**src/rtl/mem_port_pkg.sv**
```systemverilog
//------------------------------------------------------------------------------
// Module  : mem_port_pkg
// Brief   : Shared types and constants for the memory port sequencer.
// Rev     : 1.0  initial release
//------------------------------------------------------------------------------
`default_nettype none

package mem_port_pkg;

    typedef enum logic [1:0] {
        IDLE  = 2'd0,
        ISSUE = 2'd1,
        WAIT  = 2'd2,
        DONE  = 2'd3
    } state_t;

    localparam logic GRANT_FETCH = 1'b0;
    localparam logic GRANT_DATA  = 1'b1;
    localparam int   LAT_CNT_W   = 4;

endpackage

`default_nettype wire

```
**src/rtl/mem_port_ctrl_if.sv**
```systemverilog
//------------------------------------------------------------------------------
// Module  : mem_port_ctrl_if
// Brief   : Requester and memory-side bundle for mem_port_ctrl.
// Rev     : 1.0  initial release
//------------------------------------------------------------------------------
`default_nettype none

interface mem_port_ctrl_if #(
    parameter int ADDR_W = 32,
    parameter int DATA_W = 32
);
    logic              if_req;
    logic [ADDR_W-1:0] if_addr;
    logic              if_ack;
    logic              dm_req;
    logic              dm_we;
    logic [ADDR_W-1:0] dm_addr;
    logic [DATA_W-1:0] dm_wdata;
    logic              dm_ack;
    logic              mem_en;
    logic              mem_we;
    logic [ADDR_W-1:0] mem_addr;
    logic [DATA_W-1:0] mem_wdata;
    logic              mdr_load;
    logic              grant_id;
    logic              busy;

    modport master (
        output if_req, if_addr, dm_req, dm_we, dm_addr, dm_wdata,
        input  if_ack, dm_ack, mem_en, mem_we, mem_addr, mem_wdata,
               mdr_load, grant_id, busy
    );

    modport slave (
        input  if_req, if_addr, dm_req, dm_we, dm_addr, dm_wdata,
        output if_ack, dm_ack, mem_en, mem_we, mem_addr, mem_wdata,
               mdr_load, grant_id, busy
    );
endinterface

`default_nettype wire

```
**src/rtl/mem_lat_counter.sv**
```systemverilog
//------------------------------------------------------------------------------
// Module  : mem_lat_counter
// Brief   : Loadable down-counter; done flags the final wait cycle (count == 1).
// Rev     : 1.0  initial release
//------------------------------------------------------------------------------
`default_nettype none

module mem_lat_counter
    import mem_port_pkg::*;
#(
    parameter int CNT_W = LAT_CNT_W
) (
    input  wire logic             clk,
    input  wire logic             reset,
    input  wire logic             load,
    input  wire logic [CNT_W-1:0] load_val,
    input  wire logic             dec,
    output logic                  done
);
    logic [CNT_W-1:0] count_q;
    logic [CNT_W-1:0] count_d;

    always_comb begin
        count_d = count_q;
        if (load) begin
            count_d = load_val;
        end else if (dec && (count_q != '0)) begin
            count_d = count_q - CNT_W'(1);
        end
    end

    always_ff @(posedge clk) begin
        if (reset) begin
            count_q <= '0;
        end else begin
            count_q <= count_d;
        end
    end

    assign done = (count_q == CNT_W'(1));

endmodule

`default_nettype wire

```
**src/rtl/mem_port_ctrl.sv**
```systemverilog
//------------------------------------------------------------------------------
// Module  : mem_port_ctrl
// Brief   : Single memory port arbiter/sequencer for fetch and data requests.
//           Define MEM_PORT_RR_EN for round-robin arbitration on ties.
// Rev     : 1.0  initial release
//------------------------------------------------------------------------------
`default_nettype none

module mem_port_ctrl
    import mem_port_pkg::*;
#(
    parameter int ADDR_W  = 32,
    parameter int DATA_W  = 32,
    parameter int MEM_LAT = 2
) (
    input  wire logic       clk,
    input  wire logic       reset,
    mem_port_ctrl_if.slave  bus
);
    localparam logic [LAT_CNT_W-1:0] C_LAT_LOAD = LAT_CNT_W'(MEM_LAT - 1);

    state_t            state_q,     state_d;
    logic              grant_id_q,  grant_id_d;
    logic              we_q,        we_d;
    logic [ADDR_W-1:0] mem_addr_q,  mem_addr_d;
    logic [DATA_W-1:0] mem_wdata_q, mem_wdata_d;
    logic              mem_en_q,    mem_en_d;
    logic              mem_we_q,    mem_we_d;
    logic              if_ack_q,    if_ack_d;
    logic              dm_ack_q,    dm_ack_d;
    logic              mdr_load_q,  mdr_load_d;
    logic              busy_q,      busy_d;

    logic w_pick_data;
    logic w_to_done;
    logic w_cnt_load;
    logic w_cnt_dec;
    logic w_cnt_done;

`ifdef MEM_PORT_RR_EN
    // On a tie, the requester not granted last time wins; reset leaves
    // grant_id at fetch, so data wins the first tie.
    assign w_pick_data = bus.dm_req && (!bus.if_req || (grant_id_q == GRANT_FETCH));
`else
    assign w_pick_data = bus.dm_req;
`endif

    mem_lat_counter #(
        .CNT_W (LAT_CNT_W)
    ) u_lat_cnt (
        .clk      (clk),
        .reset    (reset),
        .load     (w_cnt_load),
        .load_val (C_LAT_LOAD),
        .dec      (w_cnt_dec),
        .done     (w_cnt_done)
    );

    always_comb begin
        state_d     = state_q;
        grant_id_d  = grant_id_q;
        we_d        = we_q;
        mem_addr_d  = mem_addr_q;
        mem_wdata_d = mem_wdata_q;
        mem_en_d    = 1'b0;
        mem_we_d    = 1'b0;
        w_to_done   = 1'b0;
        w_cnt_load  = 1'b0;
        w_cnt_dec   = 1'b0;

        case (state_q)
            IDLE: begin
                if (bus.if_req || bus.dm_req) begin
                    state_d  = ISSUE;
                    mem_en_d = 1'b1;
                    if (w_pick_data) begin
                        grant_id_d  = GRANT_DATA;
                        we_d        = bus.dm_we;
                        mem_we_d    = bus.dm_we;
                        mem_addr_d  = bus.dm_addr;
                        mem_wdata_d = bus.dm_wdata;
                    end else begin
                        grant_id_d  = GRANT_FETCH;
                        we_d        = 1'b0;
                        mem_addr_d  = bus.if_addr;
                    end
                end
            end
            ISSUE: begin
                w_cnt_load = 1'b1;
                if (MEM_LAT == 1) begin
                    state_d   = DONE;
                    w_to_done = 1'b1;
                end else begin
                    state_d   = WAIT;
                end
            end
            WAIT: begin
                if (w_cnt_done) begin
                    state_d   = DONE;
                    w_to_done = 1'b1;
                end else begin
                    w_cnt_dec = 1'b1;
                end
            end
            DONE: begin
                state_d = IDLE;
            end
            default: begin
                state_d = IDLE;
            end
        endcase

        // Completion strobes are registered so they land in the DONE cycle.
        if_ack_d   = w_to_done && (grant_id_q == GRANT_FETCH);
        dm_ack_d   = w_to_done && (grant_id_q == GRANT_DATA);
        mdr_load_d = w_to_done && !we_q;
        busy_d     = (state_d != IDLE);
    end

    always_ff @(posedge clk) begin
        if (reset) begin
            state_q     <= IDLE;
            grant_id_q  <= GRANT_FETCH;
            we_q        <= 1'b0;
            mem_addr_q  <= '0;
            mem_wdata_q <= '0;
            mem_en_q    <= 1'b0;
            mem_we_q    <= 1'b0;
            if_ack_q    <= 1'b0;
            dm_ack_q    <= 1'b0;
            mdr_load_q  <= 1'b0;
            busy_q      <= 1'b0;
        end else begin
            state_q     <= state_d;
            grant_id_q  <= grant_id_d;
            we_q        <= we_d;
            mem_addr_q  <= mem_addr_d;
            mem_wdata_q <= mem_wdata_d;
            mem_en_q    <= mem_en_d;
            mem_we_q    <= mem_we_d;
            if_ack_q    <= if_ack_d;
            dm_ack_q    <= dm_ack_d;
            mdr_load_q  <= mdr_load_d;
            busy_q      <= busy_d;
        end
    end

    assign bus.if_ack    = if_ack_q;
    assign bus.dm_ack    = dm_ack_q;
    assign bus.mem_en    = mem_en_q;
    assign bus.mem_we    = mem_we_q;
    assign bus.mem_addr  = mem_addr_q;
    assign bus.mem_wdata = mem_wdata_q;
    assign bus.mdr_load  = mdr_load_q;
    assign bus.grant_id  = grant_id_q;
    assign bus.busy      = busy_q;

endmodule

`default_nettype wire

```
**src/flat_wrapper.sv**
```systemverilog
// flat-port wrapper written by rule: the top's interface ports become plain ports
module mem_port_ctrl_flat import mem_port_pkg::*;
#(
    parameter int ADDR_W  = 32,
    parameter int DATA_W  = 32,
    parameter int MEM_LAT = 2
)
  (clk, reset, bus_if_req, bus_if_addr, bus_dm_req, bus_dm_we, bus_dm_addr, bus_dm_wdata, bus_if_ack, bus_dm_ack, bus_mem_en, bus_mem_we, bus_mem_addr, bus_mem_wdata, bus_mdr_load, bus_grant_id, bus_busy);
  mem_port_ctrl_if #(.ADDR_W(ADDR_W), .DATA_W(DATA_W)) bus_i ();
  input  wire logic clk;
  input  wire logic reset;
  input wire logic [$bits(bus_i.if_req)-1:0] bus_if_req;
  input wire logic [$bits(bus_i.if_addr)-1:0] bus_if_addr;
  input wire logic [$bits(bus_i.dm_req)-1:0] bus_dm_req;
  input wire logic [$bits(bus_i.dm_we)-1:0] bus_dm_we;
  input wire logic [$bits(bus_i.dm_addr)-1:0] bus_dm_addr;
  input wire logic [$bits(bus_i.dm_wdata)-1:0] bus_dm_wdata;
  output wire logic [$bits(bus_i.if_ack)-1:0] bus_if_ack;
  output wire logic [$bits(bus_i.dm_ack)-1:0] bus_dm_ack;
  output wire logic [$bits(bus_i.mem_en)-1:0] bus_mem_en;
  output wire logic [$bits(bus_i.mem_we)-1:0] bus_mem_we;
  output wire logic [$bits(bus_i.mem_addr)-1:0] bus_mem_addr;
  output wire logic [$bits(bus_i.mem_wdata)-1:0] bus_mem_wdata;
  output wire logic [$bits(bus_i.mdr_load)-1:0] bus_mdr_load;
  output wire logic [$bits(bus_i.grant_id)-1:0] bus_grant_id;
  output wire logic [$bits(bus_i.busy)-1:0] bus_busy;
  assign bus_i.if_req = bus_if_req;
  assign bus_i.if_addr = bus_if_addr;
  assign bus_i.dm_req = bus_dm_req;
  assign bus_i.dm_we = bus_dm_we;
  assign bus_i.dm_addr = bus_dm_addr;
  assign bus_i.dm_wdata = bus_dm_wdata;
  assign bus_if_ack = bus_i.if_ack;
  assign bus_dm_ack = bus_i.dm_ack;
  assign bus_mem_en = bus_i.mem_en;
  assign bus_mem_we = bus_i.mem_we;
  assign bus_mem_addr = bus_i.mem_addr;
  assign bus_mem_wdata = bus_i.mem_wdata;
  assign bus_mdr_load = bus_i.mdr_load;
  assign bus_grant_id = bus_i.grant_id;
  assign bus_busy = bus_i.busy;
  mem_port_ctrl #(.ADDR_W(ADDR_W), .DATA_W(DATA_W), .MEM_LAT(MEM_LAT)) u_core (.clk(clk), .reset(reset), .bus(bus_i));
endmodule
```
**config.mk**
```make
export PLATFORM = sky130hd
export DESIGN_NAME = mem_port_ctrl_flat
export DESIGN_NICKNAME = d
export VERILOG_FILES = /design/src/rtl/mem_port_pkg.sv /design/src/rtl/mem_port_ctrl_if.sv /design/src/rtl/mem_lat_counter.sv /design/src/rtl/mem_port_ctrl.sv /design/src/flat_wrapper.sv
export SDC_FILE = /design/constraint.sdc
export NUM_CORES = 1
export LEC_CHECK = 0
export ABC_AREA = 1
export BUFFER_PORTS_ARGS = -buffer_cell sky130_fd_sc_hd__buf_2
export CORE_MARGIN = 8
export CORE_UTILIZATION = 48
export CTS_CLUSTER_DIAMETER = 40
export CTS_CLUSTER_SIZE = 12
export DETAILED_ROUTE_END_ITERATION = 8
export PLACE_DENSITY = 0.83
export SETUP_SLACK_MARGIN = 0.05
export SYNTH_ARGS = -nofsm -noshare
export SYNTH_HDL_FRONTEND = slang
export SYNTH_SLANG_ARGS = --single-unit
```
**constraint.sdc**
```tcl
create_clock -name clk -period 4.3 [get_ports clk]
set_clock_uncertainty 0.15 [all_clocks]
set_input_delay 0.215 -clock clk [delete_from_list [all_inputs] [get_ports clk]]
set_output_delay 0.215 -clock clk [all_outputs]
set_load 0.05 [all_outputs]
```
Yosys cells after proc, flatten, opt, wreduce, memory -nomap -nowiden. Cells that the tools add are included.

Memories: 0. Bits in writable memories: 0. Bits in latches: 0. Logic and storage cells: 50. Register bits after elaboration: 78. ROM bits: 0.

Mux-type cells: 14. Reduce and logical (&&, ||, !) cells: 15. Bitwise gates (word level): 3. Eq/ne operators: 4. Add/sub/neg operators: 1. Divide/modulo/power cells: 0. Shift operators: 0. Order comparisons: 0. Multipliers: 0.

Operators by type and width (count): 2-to-1 mux 32 bit (1); 2-to-1 mux 1 bit (10); case mux 2 bit (4 select lines) (1); equality test 2 bit, second input constant (2); equality test 4 x 1 -> 1 bit, second input constant (1); logical AND 1 bit (4); 2-to-1 mux 2 bit (2); nonzero test 2 bit (2); nonzero test 4 bit (1); OR reduction 2 bit (2); subtractor 4 x 1 -> 4 bit, second input constant (1); NOT 1 bit (3); AND reduction 3 bit (1); OR reduction 3 bit (1); equality test 2 x 1 -> 1 bit, second input constant (1); logical NOT 2 bit (1); AND reduction 2 bit (1); logical NOT 1 bit (1); logical OR 1 bit (1).

Depth between registers and ports, before layout. Gate-level depths: netlist (run 1).

Depth after elaboration: 6. Depth in mapped cells: 10. Gate-level depth less buffers: 10.

Hierarchy. From an unflattened synthesis (run 1), not the netlist that was laid out.

Cell total of the unflattened synthesis: 469. Area, all modules: 3375.7 um^2.

Modules (own cells, without submodules): mem_port_ctrl (times used 1, area each 3079.2 um^2, cells an instance 428); mem_lat_counter (times used 1, area each 296.5 um^2, cells an instance 41).

Worst setup path after synthesis (run 1). OpenSTA, ideal clock, no wires.

Path type: reg2reg. Start: register u_core.state_q[0]. End: register u_core.mem_addr_q[0] (netlist: u_core.bus.mem_addr[0]). Library setup time: 67 ps. Clock period less this slack: 1458 ps. Cell stages (with the launch flop): 7. Required time: 4083 ps. Path buffers: 1. Arrival: 1241 ps. Slack: 2842 ps. Cells stage by stage: dfxtp_1 -> inv_1 -> ha_1 -> o21ai_4 -> or2_4 -> buf_6 -> o21ai_2.

Cells in the longest elaborated chain, start to end: 2.

Ends and longest elaborated chain: start: declaration (RTL line mem_port_ctrl.sv:22) `state_t state_q, state_d;`; start signal: assignment (RTL line mem_port_ctrl.sv:135) `state_q <= state_d;`; logical NOT 2 bit (RTL line mem_port_ctrl.sv:71) `case (state_q)`; AND reduction 2 bit (no source line); end signal: assignment (RTL line mem_port_ctrl.sv:138) `mem_addr_q <= mem_addr_d;`; end: declaration (RTL line mem_port_ctrl.sv:25) `logic [ADDR_W-1:0] mem_addr_q, mem_addr_d;`.

Every way passes these cells. A chain may end at the register's enable or synchronous reset.

Worst setup path in the final report (run 1).
Start: input port bus_dm_req. End: register u_core.mem_addr_q[25] (netlist: u_core.bus.mem_addr[25]).

Cells in the longest elaborated chain, start to end: 2.

Ends and longest elaborated chain: start: declaration (RTL line flat_wrapper.sv:14) `input wire logic [$bits(bus_i.dm_req)-1:0] bus_dm_req;`; logical OR 1 bit (RTL line mem_port_ctrl.sv:73) `if (bus.if_req || bus.dm_req) begin`; AND reduction 2 bit (no source line).

Parallel ways exist; a longest one is shown, timed or not.

==> impl_metrics.json, run 1 <==
{
  "outcome": "finished, violations left",
  "violations": "negative hold slack",
  "port-buffer-count": 171,
  "clkTransAtPathRegs_ns": 0.08,
  "antenna_found_initial": 0,
  "dp_hpwl_um": 6540,
  "synth_cell_types": 22,
  "timing.rr.start": "u_core.state_q[0]",
  "crit_path_max_incr_delay_ns": 0.82,
  "grt_usage_pct": 21.2,
  "cts_max_level": 3,
  "post_drt_wl_per_cell_um": 15.5,
  "synth_area_sq_um": 3210,
  "powerDensity_nw_per_um2": 611,
  "fmaxAchievable_mhz": 455,
  "worstPathCellList": "buf_2 > o21ai_4 > or2_4 > o21ai_1",
  "syn2layout_area_growth_pct": 50.4,
  "slew_violations": 0,
  "grt_pass1_vias": 3423,
  "initial_core_util_pct": 48.3,
  "drc": 0,
  "grt_max_degree": 70,
  "pin_count": 172,
  "startpoint_type": "input port",
  "max-cap-violations": 0,
  "cp.arrival_ns": 2.25,
  "hold_ws_ns": -0.000818,
  "worst_slew_pin_slew_ns": 1.02,
  "reg2reg_slack_ns": 2.20,
  "syn_area_per_cell_sq_um": 8.82,
  "die_area_sq_um": 9560,
  "hold_class": "input port to register",
  "dieWidth_um": 97.8,
  "first_pass_iters": 4,
  "setup.worst_path.start": "bus_dm_req",
  "cp-end-kind": "register",
  "p_leak_nw": 2.43,
  "final_cell_mix": "buf_2 (171), dfxtp_1 (78), nor2_1 (77)",
  "drive_gt1_share_pct": 37.6,
  "drt_iter0_markers": 126,
  "cts_buffers": 9,
  "yosysSeqAreaShare_pct": 48.7,
  "worst_skew_pair.late_latency_ns": 0.33,
  "critPathCapture": "u_core.bus.mem_addr[25]",
  "max-vdd-ir-drop_v": 0.000312,
  "yosys_register_bits": 78,
  "cp.required_ns": 4.35,
  "gp_congestion": 0.790,
  "fin_util_pct": 72.7,
  "via_per_inst": 5.04,
  "crit_path_max_fanout": 35,
  "cts.sinks": 78,
  "final_nets": 691,
  "ant_nets": 0,
  "final_common_cell": "buf_2",
  "cts_root_buffer": "clkbuf_8",
  "cpMaxStageDelayCell": "o21ai_4",
  "rows": 30,
  "cts_max_path_buffers": 2,
  "ys_warn_count": 0,
  "rsz0062_at_grt": "false",
  "timing.final.crit_share_pct": 51.1,
  "r2r_cells": 8,
  "tns_ns": 0,
  "hold_viol_final": 1,
  "cts_tree": "built",
  "worstReg2RegEnd": "u_core.we_q",
  "grt_overflow_total": 0,
  "final-setup-viol-count": 0,
  "die_h_um": 97.8,
  "fillers": 488,
  "syn_nets": 472,
  "min_period_ns": 2.20,
  "relSlewSlack_pct": 31.7,
  "vias": 3365,
  "grt_pass1_wl_um": 16600,
  "worstSetupPathType": "input port to register",
  "core_region_area_sq_um": 6640,
  "netlist_instances": 364,
  "wirelength_um": 10300
}
==> synth_stat cells <==
| cell | count | area (sq um) |
|---|---|---|
| or2_4 | 1 | 8.76 |
| a21oi_1 | 3 | 15.0 |
| nand3_1 | 35 | 175 |
| nor2_1 | 77 | 289 |
| xor2_1 | 1 | 8.76 |
| inv_2 | 4 | 15.0 |
| o21ai_1 | 6 | 30.0 |
| ha_1 | 7 | 87.6 |
| inv_1 | 14 | 52.6 |
| buf_2 | 12 | 60.1 |
| o21ai_4 | 1 | 16.3 |
| dfxtp_1 | 78 | 1560 |
| clkbuf_1 | 7 | 26.3 |
| o21bai_1 | 1 | 7.51 |
| buf_4 | 1 | 7.51 |
| o21ai_0 | 30 | 150 |
| a31o_1 | 1 | 8.76 |
| buf_6 | 3 | 33.8 |
| o21ai_2 | 29 | 254 |
| nand2_1 | 20 | 75.1 |
| mux2i_1 | 32 | 320 |
| a31oi_1 | 1 | 6.26 |
==> layer usage <==
metal	part of all wire, %	track usage [%]
met4	2.4	10.6
met1	40	22.7
met5	0	0
met3	10	8.68
met2	48	35.5
==> critical path: cells and delay by family <==
kind	cells	cell delay, ns
compound gates	2	0.96
buf+inv	1	0.42
simple gates	1	0.61
==> what timing repair did <==
item | CTS | global route
buffers inserted | 0 | 0
endpoints found under the setup margin | 0 | 0
resized for setup | 0 | 0
endpoints found under the hold margin | 48 | 0
hold buffers | 59 | 0
==> flip-flops by register name (all words and copies together) (netlist names) <==
register                  cells
u_core.state_q                2
u_core.bus.grant_id           1
u_core.bus.mem_wdata         32
u_core.bus.dm_ack             1
u_core.bus.if_ack             1
u_core.bus.mem_addr          32
u_core.bus.busy               1
u_core.bus.mdr_load           1
u_core.bus.mem_en             1
u_core.bus.mem_we             1
u_core.we_q                   1
u_core.u_lat_cnt.count_q      4
==> where the power goes <==
group          switching [mW]  total (mW)  internal, mW
combinational            1.04        1.41         0.368
clock                   0.252       0.531         0.279
sequential              0.101        1.01         0.910
total                    1.39        2.95          1.56
==> cell type report <==
type	instances	area, sq um	share of cell area [%]
repair buffers	231	1450	30.1
diodes	1	2.50	0.0518
clock inverters	4	47.5	0.985
multi-input cells	245	1450	30.1
well taps	80	100	2.07
clock buffers	11	141	2.93
flip-flops and latches	78	1560	32.3
inverters	18	67.6	1.40
==> worst min-delay path by stage <==
stage / from / to / slack (ns) / cells past startpoint
3_5_place_dp: u_core.we_q / u_core.bus.mdr_load / 0.28 / 1
3_3_place_gp: u_core.we_q / u_core.bus.mdr_load / 0.27 / 1
5_1_grt: bus_dm_addr[30] / u_core.bus.mem_addr[30] / 0.002 / 3
6_report: bus_if_addr[15] / u_core.bus.mem_addr[15] / -0.0008 / 3
2_1_floorplan: reset / u_core.u_lat_cnt.count_q[0] / 0.14 / 1
4_1_cts: bus_if_addr[15] / u_core.bus.mem_addr[15] / 0.00001 / 3
==> stage by stage <==
stage / area, sq um / power, mW / setup WS, ns / instances
4_1_cts: 4820 / 2.95 / 2.11 / 667
2_1_floorplan: 3210 / 2.08 / 2.84 / 364
3_3_place_gp: 4050 / 2.35 / 1.80 / 593
5_1_grt: 4820 / 3.11 / 1.94 / 667
6_report: 4830 / 2.95 / 2.10 / 668
3_5_place_dp: 4050 / 2.38 / 1.75 / 593
==> logic make-up after synthesis <==
logic type / Yosys count / share of synthesized area, %
buffers and inverters: 41 / 6.08
xor gates and xnor gates: 1 / 0.273
DFF: 78 / 48.7
muxes: 32 / 9.98
AOI/OAI and AO/OA: 72 / 15.2
adders and majority gates: 7 / 2.73
and+or+nand+nor: 133 / 17.1
(Power assumes the default switching activity.)
==> inputs of run 2 (changes only) <==
Settings changed: CORE_UTILIZATION 48 to 45, PLACE_DENSITY 0.83 to 0.78.
Clock period 4.3 ns to 2.3 ns, I/O delays scaled along.
==> impl_metrics.json, run 2 (synthesis gave the netlist of run 1 again) <==
{
  "fin_ws_ns": 0.489,
  "min_period_ns": 1.81,
  "timing.final.crit_share_pct": 78.7,
  "pre_cts_ws_ns": 0.516,
  "cp-end-kind": "register",
  "hold_viol_final": 0,
  "rows": 30,
  "core_region_area_sq_um": 6830,
  "worstPathCellList": "inv_1 > ha_1 > nand2_1 > inv_2 > nand2_1 > nor2_1 > a31o_1",
  "worstSetupPathType": "register to register",
  "hold_depth": 5,
  "grt_pass1_wl_um": 18600,
  "final_common_cell": "buf_2",
  "cts_max_path_buffers": 2,
  "pin_count": 172,
  "crit_path_max_incr_delay_ns": 0.41,
  "reg2reg_slack_ns": 0.49,
  "rsz0062_at_grt": "false",
  "cpMaxStageDelayCell": "inv_2",
  "startpoint_type": "register",
  "drc": 0,
  "dp_hpwl_um": 6970,
  "hold_class": "input port to register",
  "cts_resized": 0,
  "drt_iter0_markers": 173,
  "wirelength_um": 11900,
  "critPathMostFrequentCell": "nand2_1",
  "fillers": 466,
  "grt_max_degree": 45,
  "fmaxAchievable_mhz": 552,
  "clkTransAtPathRegs_ns": 0.08,
  "drive_gt1_share_pct": 35.8,
  "min_from": "bus_if_req",
  "slew_violations": 0,
  "worst_slew_pin_slew_ns": 0.595,
  "final-seq-area_sq_um": 1560,
  "port-buffer-count": 171,
  "p_leak_nw": 2.62,
  "antenna_found_initial": 0,
  "tns_ns": 0,
  "grt_overflow_total": 0,
  "dieWidth_um": 100,
  "max-cap-violations": 0,
  "outcome": "completed",
  "cts_setup_buffers": 0,
  "vias": 3641,
  "final_nets": 734,
  "max-vdd-ir-drop_v": 0.000532,
  "gp_congestion": 0.819,
  "cp.arrival_ns": 1.95,
  "ctsHoldBuffers": 98,
  "worst_skew_pair.late_latency_ns": 0.34,
  "final-setup-viol-count": 0,
  "cp.required_ns": 2.43,
  "die_area_sq_um": 10100,
  "grt_usage_pct": 23.2,
  "r2r_cells": 7,
  "cts_max_level": 3,
  "worstReg2RegEnd": "u_core.we_q",
  "post_drt_wl_per_cell_um": 16.4,
  "crit_path_max_fanout": 33,
  "cts_buffers": 9,
  "via_per_inst": 5.00,
  "final_cell_mix": "buf_2 (171), dlygate4sd3_1 (98), dfxtp_1 (78)",
  "die_h_um": 100,
  "relSlewSlack_pct": 60.4,
  "multi_input_comb_area_sq_um": 1450,
  "whs_endpoint": "u_core.state_q[0]",
  "cts_root_buffer": "clkbuf_8",
  "cts_tree": "built",
  "ant_nets": 0,
  "syn2layout_area_growth_pct": 64.8,
  "grt_pass1_vias": 3813,
  "powerDensity_nw_per_um2": 1070,
  "first_pass_iters": 4,
  "cts.sinks": 78,
  "timing.rr.start": "u_core.state_q[0]",
  "initial_core_util_pct": 47.0
}
-- run 2: worst max-delay path by stage --
stage,from,endpoint,slack [ns]
finish,u_core.state_q[0],u_core.we_q,0.49
global route,u_core.state_q[0],u_core.we_q,0.35
CTS,u_core.state_q[0],u_core.we_q,0.48
detailed placement,u_core.state_q[0],u_core.we_q,0.52
global placement,u_core.state_q[0],u_core.we_q,0.58
floorplan,u_core.state_q[0],u_core.bus.mem_addr[0],0.84
-- run 2: critical path: cells and delay by family (launching register included) --
| kind | cells | cell delay [ns] |
|---|---|---|
| buf+inv | 2 | 0.54 |
| simple gates | 3 | 0.40 |
| flops | 1 | 0.32 |
| fa+ha+maj | 1 | 0.24 |
| compound gates | 1 | 0.11 |
-- run 2: power by group --
part           switching [mW]  leakage [nW]  total (mW)  internal, mW
clock                   0.489         0.104        1.02         0.534
sequential              0.189         0.643        1.89          1.70
combinational            2.00          1.88        2.77         0.761
-- run 2: routing by layer --
metal | track usage [%] | share of wire [%]
met5 | 0 | 0
met4 | 11.5 | 2.6
met3 | 8.98 | 12
met2 | 39.8 | 48
met1 | 24.1 | 38
-- run 2: metrics by stage --
step / util [%] / power (mW) / cell area [sq um] / cells / hold WS, ns
3_5_place_dp: 60.1 / 4.48 / 4110 / 613 / 0.214
4_1_cts: 77.4 / 5.65 / 5290 / 727 / 0.0475
2_1_floorplan: - / 3.89 / 3210 / 364 / 0.0374
6_report: 77.4 / 5.68 / 5290 / 728 / 0.0654
3_3_place_gp: 60.1 / 4.42 / 4110 / 613 / 0.202
5_1_grt: 77.4 / 5.97 / 5290 / 727 / 0.116
-- run 2: cell type report --
cell class,instances,area share (%)
Tap cell,96,2.27
Clock inverter,5,1.09
Antenna cell,1,0.0473
Sequential cell,78,29.5
Inverter,18,1.28
Timing Repair Buffer,274,35.7
Clock buffer,11,2.67
Multi-Input combinational cell,245,27.5
